## src/rtl/mem_bus_pkg.sv

```systemverilog
// mem_bus_pkg: size encodings, bridge states, strobe and alignment helpers
package mem_bus_pkg;
   localparam logic [1:0] SZ_B = 2'd0;
   localparam logic [1:0] SZ_H = 2'd1;
   localparam logic [1:0] SZ_W = 2'd2;
   localparam logic [1:0] SZ_D = 2'd3;

   typedef enum logic [2:0] {IDLE, ADDR, DATA, DONE, DRAIN} state_t;

   // 8-byte strobe; narrower buses keep the low lanes
   function automatic logic [7:0] strb_of(input logic [1:0] size, input logic [2:0] off);
      logic [7:0] m;
      m = size == SZ_B ? 8'h01 : size == SZ_H ? 8'h03 : size == SZ_W ? 8'h0f : 8'hff;
      return m << off;
   endfunction

   function automatic logic misaligned_of(input logic [1:0] size, input logic [2:0] off, input logic wide);
      return size == SZ_H ? off[0] : size == SZ_W ? |off[1:0] : size == SZ_D ? (!wide || |off) : 1'b0;
   endfunction
endpackage

```

## src/rtl/mem_lane_gen.sv

```systemverilog
// mem_lane_gen: byte strobes, lane-replicated store data and misalignment flag
module mem_lane_gen
   import mem_bus_pkg::*;
#(
   parameter int DATA_W = 32,
   localparam int NB = DATA_W / 8,
   localparam int OW = $clog2(NB)
) (
   input  logic [1:0]        size,
   input  logic [OW-1:0]     addr,
   input  logic [DATA_W-1:0] wdata,
   output logic [NB-1:0]     strb,
   output logic [DATA_W-1:0] rep,
   output logic              misaligned
);
   logic [2:0] off;
   logic [7:0] s8;
   assign off = 3'(addr);
   assign s8 = strb_of(size, off);
   assign strb = s8[NB-1:0];
   assign misaligned = misaligned_of(size, off, DATA_W == 64);
   for (genvar b = 0; b < NB; b++) begin : g_lane
      assign rep[8*b +: 8] = size == SZ_B ? wdata[7:0] :
                             size == SZ_H ? wdata[8*(b%2) +: 8] :
                             size == SZ_W ? wdata[8*(b%4) +: 8] : wdata[8*(b%8) +: 8];
   end
endmodule

```

## src/rtl/cpu_mem_bridge.sv

```systemverilog
// cpu_mem_bridge: single-cycle CPU memory port to addr_ok/data_ok handshake bus
// with alignment check, flush and data_ok timeout.
module cpu_mem_bridge
   import mem_bus_pkg::*;
#(
   parameter int ADDR_W  = 32,
   parameter int DATA_W  = 32,
   parameter int TIMEOUT = 256,
   localparam int NB = DATA_W / 8,
   localparam int OW = $clog2(NB)
) (
   input  logic              clk,
   input  logic              rst,
   input  logic              cpu_req,
   input  logic              cpu_wr,
   input  logic [1:0]        cpu_size,
   input  logic [ADDR_W-1:0] cpu_addr,
   input  logic [DATA_W-1:0] cpu_wdata,
   input  logic              cpu_flush,
   output logic              cpu_stall,
   output logic [DATA_W-1:0] cpu_rdata,
   output logic              cpu_rvalid,
   output logic              cpu_err,
   output logic              mem_req,
   output logic              mem_wr,
   output logic [NB-1:0]     mem_strb,
   output logic [ADDR_W-1:0] mem_addr,
   output logic [DATA_W-1:0] mem_wdata,
   input  logic              mem_addr_ok,
   input  logic              mem_data_ok,
   input  logic [DATA_W-1:0] mem_rdata
);
   state_t state;
   logic [NB-1:0] strb;
   logic [DATA_W-1:0] rep;
   logic [31:0] cnt;
   logic mis, accept, tmo, drop;

   mem_lane_gen #(.DATA_W(DATA_W)) u_lane (
      .size(cpu_size), .addr(cpu_addr[OW-1:0]), .wdata(cpu_wdata),
      .strb(strb), .rep(rep), .misaligned(mis)
   );

   assign accept = state == IDLE && cpu_req && !mis && !cpu_flush;
   assign tmo = state == DATA && TIMEOUT != 0 && cnt == 32'(TIMEOUT - 1) && !mem_data_ok;
   // the timed-out access is released in its error cycle, like a completion
   assign cpu_stall = accept || state == ADDR || (state == DATA && !tmo) || (state == DRAIN && cpu_req);
   assign cpu_err = !cpu_flush && ((state == IDLE && cpu_req && mis) || (tmo && !drop));

   always_ff @(posedge clk or posedge rst) begin
      if (rst) begin
         state      <= IDLE;
         mem_req    <= 1'b0;
         mem_wr     <= 1'b0;
         mem_strb   <= '0;
         mem_addr   <= '0;
         mem_wdata  <= '0;
         cpu_rdata  <= '0;
         cpu_rvalid <= 1'b0;
         drop       <= 1'b0;
         cnt        <= '0;
      end else begin
         cpu_rvalid <= 1'b0;
         case (state)
            IDLE: if (accept) begin
               mem_req   <= 1'b1;
               mem_wr    <= cpu_wr;
               mem_strb  <= strb;
               mem_addr  <= {cpu_addr[ADDR_W-1:OW], {OW{1'b0}}};
               mem_wdata <= rep;
               drop      <= 1'b0;
               state     <= ADDR;
            end
            ADDR: begin
               drop <= drop || cpu_flush;
               cnt  <= '0;
               if (mem_addr_ok) begin
                  mem_req <= 1'b0;
                  state   <= mem_data_ok ? DONE : DATA;
               end
               if (mem_addr_ok && mem_data_ok) begin
                  cpu_rdata  <= mem_rdata;
                  cpu_rvalid <= !(drop || cpu_flush);
               end
            end
            DATA: begin
               drop <= drop || cpu_flush;
               cnt  <= cnt + 32'd1;
               if (mem_data_ok) begin
                  cpu_rdata  <= mem_rdata;
                  cpu_rvalid <= !(drop || cpu_flush);
                  state      <= DONE;
               end else if (tmo) state <= DRAIN;
            end
            DONE: state <= IDLE;
            DRAIN: if (mem_data_ok) state <= IDLE;
            default: state <= IDLE;
         endcase
      end
   end
endmodule

```

## config.mk

```make
export PLATFORM = sky130hd
export DESIGN_NAME = cpu_mem_bridge
export DESIGN_NICKNAME = d
export VERILOG_FILES = /design/src/rtl/mem_bus_pkg.sv /design/src/rtl/mem_lane_gen.sv /design/src/rtl/cpu_mem_bridge.sv
export SDC_FILE = /design/constraint.sdc
export NUM_CORES = 1
export LEC_CHECK = 0
export ABC_AREA = 1
export BUFFER_PORTS_ARGS = -buffer_cell sky130_fd_sc_hd__buf_2
export CAP_MARGIN = 20
export CORE_UTILIZATION = 50
export CTS_BUF_LIST = sky130_fd_sc_hd__clkbuf_8
export DETAILED_ROUTE_END_ITERATION = 10
export GPL_ROUTABILITY_DRIVEN = 0
export PLACE_DENSITY = 0.79
export SLEW_MARGIN = 20
export SYNTH_ARGS = -nofsm -noshare
export SYNTH_HDL_FRONTEND = slang
export SYNTH_SLANG_ARGS = --single-unit
```

## constraint.sdc

```tcl
create_clock -name clk -period 5.28 [get_ports clk]
set_clock_uncertainty 0.15 [all_clocks]
set_input_delay 0.528 -clock clk [delete_from_list [all_inputs] [get_ports clk]]
set_output_delay 0.528 -clock clk [all_outputs]
set_load 0.01 [all_outputs]
```

* Yosys cells after proc, flatten, opt, wreduce, memory -nomap -nowiden
Index checks and enable logic that the tools add are counted.
Word-level totals: bits in read-only memories 0, bits in latches 0, bits in writable memories 0, memories 0, word-level logic and storage cells 89, bits in registers 137, output and inout port bits 105
Cells by class: reduce and logical (&&, ||, !) cells 34, div/mod/pow operators 0, bitwise operators 0, $mul 0, $add $sub $neg 1, muxes and demuxes 30, eq/ne operators 13, shift operators 1, order comparisons 0
Operators by type and width (count):
- 32-bit case mux with 2 select lines | 2
- 32-bit two-way mux | 2
- 8-bit two-way mux | 8
- 32-bit by 1-bit adder with 32-bit output (second input constant) | 1
- 32-bit by 8-bit == test with 1-bit output (second input constant) | 1
- 3-bit two-way mux | 5
- 3-bit case mux with 4 select lines | 1
- 1-bit logical AND | 11
- 1-bit two-way mux | 9
- 2-bit != test (second input constant) | 4
- 8-bit by 2-bit << shifter with 4-bit output | 1
- 1-bit logical NOT | 6
- 1-bit case mux with 2 select lines | 3
- 3-bit AND reduction | 2
- 2-bit nonzero test | 3
- 1-bit logical OR | 5
- 2-bit == test (second input constant) | 2
- 2-bit AND reduction | 2
- 4-bit AND reduction | 1
- 2-bit OR reduction | 2
- 3-bit by 1-bit == test with 1-bit output (second input constant) | 1
- 3-bit by 2-bit == test with 1-bit output (second input constant) | 1
- 3-bit == test (second input constant) | 1
- 3-bit logical NOT | 1
- other kinds (4) | 4

* Logic depth before layout (Yosys ltp)
word-level depth 10, depth in mapped cells 10

* Hierarchy
Synthesis repeated with hierarchy kept, for this count alone.
Unflattened totals: cells, all modules 904, area, all modules 6710.2 sq um
Modules (own cells, without submodules):
- cpu_mem_bridge | seq. area each 3428.3 sq um, times used 1, cells an instance 803, area each 6182.2 sq um
- mem_lane_gen | seq. area each 0.0 sq um, times used 1, cells an instance 101, area each 528.0 sq um

* Worst setup path after synthesis
OpenSTA, ideal clock, no wires.
path type register to output, start register cnt[1], end output port cpu_err, data arrival time 1.416 ns, required time 4.602 ns, slack 3.186 ns, stages on the path, launching flop included 8, path through dfrtp_1 ha_1 nand2_2 nor2_4 nand2_4 nor2_1 nand3_1 o21ai_1
Between the ends: cells in the longest elaborated chain, start to end 6
RTL lines:
- start: declaration | RTL line cpu_mem_bridge.sv:36 | logic [31:0] cnt;
- start signal: assignment | RTL line cpu_mem_bridge.sv:88 | cnt <= cnt + 32'd1;
- 32-bit by 8-bit == test with 1-bit output | RTL line cpu_mem_bridge.sv:45 | assign tmo = state == DATA && TIMEOUT != 0 && cnt == 32'(TIMEOUT - 1) && !mem_data_ok;
- 1-bit logical AND (2 in a row) | RTL line cpu_mem_bridge.sv:45
- 1-bit logical AND | RTL line cpu_mem_bridge.sv:48 | assign cpu_err = !cpu_flush && ((state == IDLE && cpu_req && mis) || (tmo && !drop));
- 1-bit logical OR | RTL line cpu_mem_bridge.sv:48
- 1-bit logical AND | RTL line cpu_mem_bridge.sv:48
- end: declaration | RTL line cpu_mem_bridge.sv:23 | output logic cpu_err,
Every way passes these cells.

* Worst setup path after layout
start register state[1], end register cpu_rdata[26]
Between the ends: cells in the longest elaborated chain, start to end 3
RTL lines:
- start: declaration | RTL line cpu_mem_bridge.sv:33 | state_t state;
- start signal: assignment | RTL line cpu_mem_bridge.sv:79 | state <= mem_data_ok ? DONE : DATA;
- 3-bit by 1-bit == test with 1-bit output / 3-bit by 2-bit == test with 1-bit output (equally long branches) | RTL line cpu_mem_bridge.sv:64 | case (state)
- 2-bit by 1-bit != test with 1-bit output (no line), or another cell as far along
- 3-bit AND reduction (no line)
- end signal: assignment | RTL line cpu_mem_bridge.sv:82 | cpu_rdata <= mem_rdata;
- end signal: assignment | RTL line cpu_mem_bridge.sv:90 | cpu_rdata <= mem_rdata;
- end: declaration | RTL line cpu_mem_bridge.sv:21 | output logic [DATA_W-1:0] cpu_rdata,
Several ways; a longest one is shown, not always the timed one. A chain may end at the register's enable or synchronous reset.

==> impl_summary.md <==
Outcome
The run finished with clean final reports.

CTS
TritonCTS built the clock tree. Clock latency on the worst-skew pair, taken at its later pin, is 0.45 ns. After clock tree synthesis, the clock-pin slew on the worst setup and hold paths is 0.08 ns.

After clock tree synthesis, the flow added hold-fix buffers numbering 0. The H-tree depth reported by CTS is 4. The buffer type at the clock tree root is sky130_fd_sc_hd__clkbuf_8.

The largest buffer count on any clock path is 2. The number of buffers inserted during clock tree synthesis is 17. Counting every sink on the clock net gives 137. After clock tree synthesis, the setup repair step added 0 buffers. After clock tree synthesis, the repair step resized 0 gates.

Yosys
The synthesized netlist devotes 4.72% of its cell area to compound gates. Yosys printed 0 warnings. The synthesized area per cell is 7.55 um^2.

Of the post-synthesis cell area, the part taken by muxes is 0%. The post-synthesis adder-cell area fraction is 0.188%. The part of the Yosys area used for sequential elements is 51.5%. The number of flip-flops and latches in the synthesized netlist is 137. The number of unique standard cell types used by synthesis is 33. The combinational family with the most area after synthesis is simple AND/OR/NAND/NOR gates. The post-synthesis share of cell area spent on xor and xnor gates is 0.132%.

The synthesized instance count is 881. After synthesis the cells add up to 6650 um^2. Summing the areas of all and, or, nand and nor instances in the mapped netlist gives 36.8% of the synthesized area.

Setup path
In this run the worst path has a maximum fanout of 34. The startpoint kind of the worst setup timing path is a flip-flop. The critical path is of the flip-flop to flip-flop type. The critical path data arrival time is 3.27 ns. The kind of end point of the critical path is a flip-flop.

Across all register-to-register paths, the minimum setup slack is 2.20 ns. The worst path required time is 5.47 ns. In this run the critical register-to-register path is captured at cpu_rdata[26]$_DFFE_PP0P_. Measured in cells, the most critical reg-to-reg path has a length of 8. In this run the critical register-to-register path is launched from state[1]$_DFFE_PP0P_.

Route
The total detailed-routing wirelength is 17400 um. The detailed router finished its first iteration with 421 violations. After detailed routing, the average wire length per cell comes to 13.8 um. The detailed-route via count is 6371.

The first detailed-routing pass ran for 5 iterations. The number of design rule violations left after detail routing is 0. In this run the remaining antenna-violating nets after routing total 0. After detailed routing, the number of vias per cell comes to 5.05.

Floorplanning
The core area is 12800 um^2. The vertical die dimension is 117 um. The number of I/O pins is 210. The initial utilization of the core area, before any placement, comes to 52.1%. The die extent in x is 117 um.

The initialized floorplan defines 41 standard-cell rows. The die area is 13800 um^2.

Layout
Registers take 3430 um^2. The diode insertion count for antenna repair is 0. The most common cell after layout, fill and taps aside is sky130_fd_sc_hd__nand2_1. The number of fillers in the final layout is 1117.

Summing all multi-input logic gate instances after layout gives 2790 um^2. The post-route netlist has 24.5% of its cells at a drive strength greater than 1. Leaving out fill and tap cells, the most frequent cells in the layout are 405 x sky130_fd_sc_hd__nand2_1, 207 x sky130_fd_sc_hd__buf_2, 137 x sky130_fd_sc_hd__dfrtp_1, 82 x sky130_fd_sc_hd__nor2_1, 74 x sky130_fd_sc_hd__nand3_1. The count of nets after finishing is 1184. Relative to the synthesized area, the layout overhead comes to 22.7%. The final standard cell count with taps included and fillers excluded is 1262.

Pwr
The analysis attributes to net switching a power of 0.00149 W. Net switching is 37.7% of the power. IR analysis of the VDD net gives a maximum drop of 0.000275 V. Combinational logic burns 34.5% of the power. The clock share of power is 23.2%.

For this design the static power due to leakage is 4.54 nW. The cell internal power dissipation is 0.00246 W. In this run the power density over the cells is 484 nW/um^2. Registers are responsible for 42.3% of the overall power.

Global routing
The final global-route overflow total is 0. The first-pass GRT wire length is 28600 um. Entering global routing, the biggest net connects 98 pins. The number of global-route vias before repair was 6109.

The initial antenna violation count was 0. The overall track demand over capacity in global routing is 26.0%.

Timing
Setup violations remaining at the end of the flow were counted as 0. After layout, the worst path uses 58.3% of the clock period. Setup repair after global routing left no endpoint under its margin. Subtracting the final worst setup slack from the clock period gives 3.08 ns.

For the pin with the worst max-slew slack, the measured transition is 0.868 ns. The worst pin sits at a relative slew slack of 42.1%. Derived from the worst setup path, the maximum achievable clock frequency is 0.325 GHz. The count of pins over their slew limit was 0.

The final sum of negative setup slack is 0 ns. The number of hold-slack violations in the final timing report came to 0.

Placed design
After detailed placement, the design holds a cell count of 1231. Detailed placement finished with a half-perimeter wire length of 12400 um. The port buffer count is 207.

Worst hold path
The path type of the worst min-delay path is input port to asynchronous set/reset pin.

Job
The max-capacitance violation count is 0.
[state kept, by name (all words and copies together), names as in the netlist]
| name | cells |
|---|---|
| cnt | 32 |
| state | 3 |
| mem_wdata | 32 |
| mem_req | 1 |
| mem_strb | 4 |
| drop | 1 |
| cpu_rvalid | 1 |
| mem_addr | 30 |
| cpu_rdata | 32 |
| mem_wr | 1 |
[stage by stage]
stage	hold WS, ns	setup slack (ns)	utilization, %	instance area, um^2	power [W]
after floorplan	0.321	0.934	-	6660	0.00245
after global placement	0.302	2.36	60.6	7740	0.00298
after detailed placement	0.305	2.20	60.6	7740	0.00304
after CTS	0.0882	2.20	63.9	8160	0.00397
after global routing	0.0995	1.98	63.9	8160	0.00420
final	0.0949	2.20	63.9	8160	0.00395
[worst max-delay path: stages, from the launching register on]
cell and delay (ns):
sky130_fd_sc_hd__dfrtp_1 0.42, sky130_fd_sc_hd__inv_2 0.10, sky130_fd_sc_hd__nand3_2 0.24, sky130_fd_sc_hd__nand2_1 0.41, sky130_fd_sc_hd__inv_2 0.20, sky130_fd_sc_hd__nor2_4 0.60
sky130_fd_sc_hd__nand2_2 0.57, sky130_fd_sc_hd__nand2_1 0.20, sky130_fd_sc_hd__nand2_1 0.07
[Yosys cell counts]
library cell | number | area (um^2)
sky130_fd_sc_hd__a21boi_1 | 1 | 7.51
sky130_fd_sc_hd__a31oi_1 | 16 | 100
sky130_fd_sc_hd__o21ai_1 | 4 | 20.0
sky130_fd_sc_hd__o22ai_1 | 2 | 12.5
sky130_fd_sc_hd__a22o_1 | 1 | 8.76
sky130_fd_sc_hd__nor2_8 | 2 | 40.0
sky130_fd_sc_hd__buf_6 | 2 | 22.5
sky130_fd_sc_hd__nand2_4 | 2 | 22.5
sky130_fd_sc_hd__nand2_1 | 406 | 1520
sky130_fd_sc_hd__o31ai_1 | 3 | 22.5
sky130_fd_sc_hd__nor2_2 | 4 | 25.0
sky130_fd_sc_hd__inv_4 | 1 | 6.26
sky130_fd_sc_hd__conb_1 | 1 | 3.75
sky130_fd_sc_hd__xor2_1 | 1 | 8.76
sky130_fd_sc_hd__ha_1 | 1 | 12.5
sky130_fd_sc_hd__nor2_4 | 5 | 56.3
sky130_fd_sc_hd__o21ai_0 | 26 | 130
sky130_fd_sc_hd__a21oi_1 | 1 | 5.00
sky130_fd_sc_hd__nand4_1 | 6 | 37.5
sky130_fd_sc_hd__dfrtp_1 | 137 | 3430
sky130_fd_sc_hd__buf_4 | 8 | 60.1
sky130_fd_sc_hd__buf_2 | 19 | 95.1
sky130_fd_sc_hd__inv_1 | 58 | 218
sky130_fd_sc_hd__a22oi_1 | 1 | 7.51
sky130_fd_sc_hd__nor2_1 | 82 | 308
sky130_fd_sc_hd__clkinv_1 | 1 | 3.75
sky130_fd_sc_hd__nor4_1 | 1 | 6.26
sky130_fd_sc_hd__nand3_4 | 1 | 17.5
sky130_fd_sc_hd__nand2_2 | 3 | 18.8
sky130_fd_sc_hd__nand3_2 | 2 | 20.0
sky130_fd_sc_hd__clkbuf_1 | 3 | 11.3
sky130_fd_sc_hd__nand3_1 | 74 | 370
sky130_fd_sc_hd__inv_2 | 6 | 22.5
[power by group through the flow]
stage / logic [W] / clock network, W / registers (W)
after floorplan: 0.000608 / 0 / 0.00184
after global placement: 0.00131 / 0 / 0.00167
after global routing: 0.00151 / 0.000976 / 0.00171
after CTS: 0.00137 / 0.000930 / 0.00167
after detailed placement: 0.00137 / 0 / 0.00167
final: 0.00136 / 0.000917 / 0.00167
[logic make-up after synthesis]
family / count (synthesis)
compound gates: 55
xor+xnor: 1
fa+ha+maj: 1
buf+inv: 98
flops: 137
other cells: 1
simple gates: 588
[metal layers]
layer	up-vias	global-route usage, %	part of all wire [%]
li1	3137	-	-
met1	2933	32.3	42
met2	276	42.8	48
met3	25	7.59	7.9
met4	0	9.74	1.6
met5	-	0	0
[worst max path at each step]
stage | slack [ns] | start | to | depth (start not counted)
5_1_grt | 1.98 | state[1]$_DFFE_PP0P_ | cpu_rdata[18]$_DFFE_PP0P_ | 8
3_3_place_gp | 2.36 | state[2]$_DFFE_PP0P_ | cpu_rdata[18]$_DFFE_PP0P_ | 8
3_5_place_dp | 2.20 | state[1]$_DFFE_PP0P_ | cpu_rdata[14]$_DFFE_PP0P_ | 8
4_1_cts | 2.20 | state[1]$_DFFE_PP0P_ | cpu_rdata[26]$_DFFE_PP0P_ | 8
6_report | 2.20 | state[1]$_DFFE_PP0P_ | cpu_rdata[26]$_DFFE_PP0P_ | 8
2_1_floorplan | 0.93 | rst | cnt[0]$_DFFE_PP0P_ | 1
[area by class of cell]
| cell class | instances | share of cell area [%] |
|---|---|---|
| clock buffers | 20 | 3.37 |
| clock inverters | 11 | 1.78 |
| inverters | 66 | 3.13 |
| multi-input cells | 647 | 34.2 |
| flip-flops and latches | 137 | 42.0 |
| well taps | 172 | 2.64 |
| repair buffers | 209 | 12.9 |
Power figures use the tool's default switching activity.
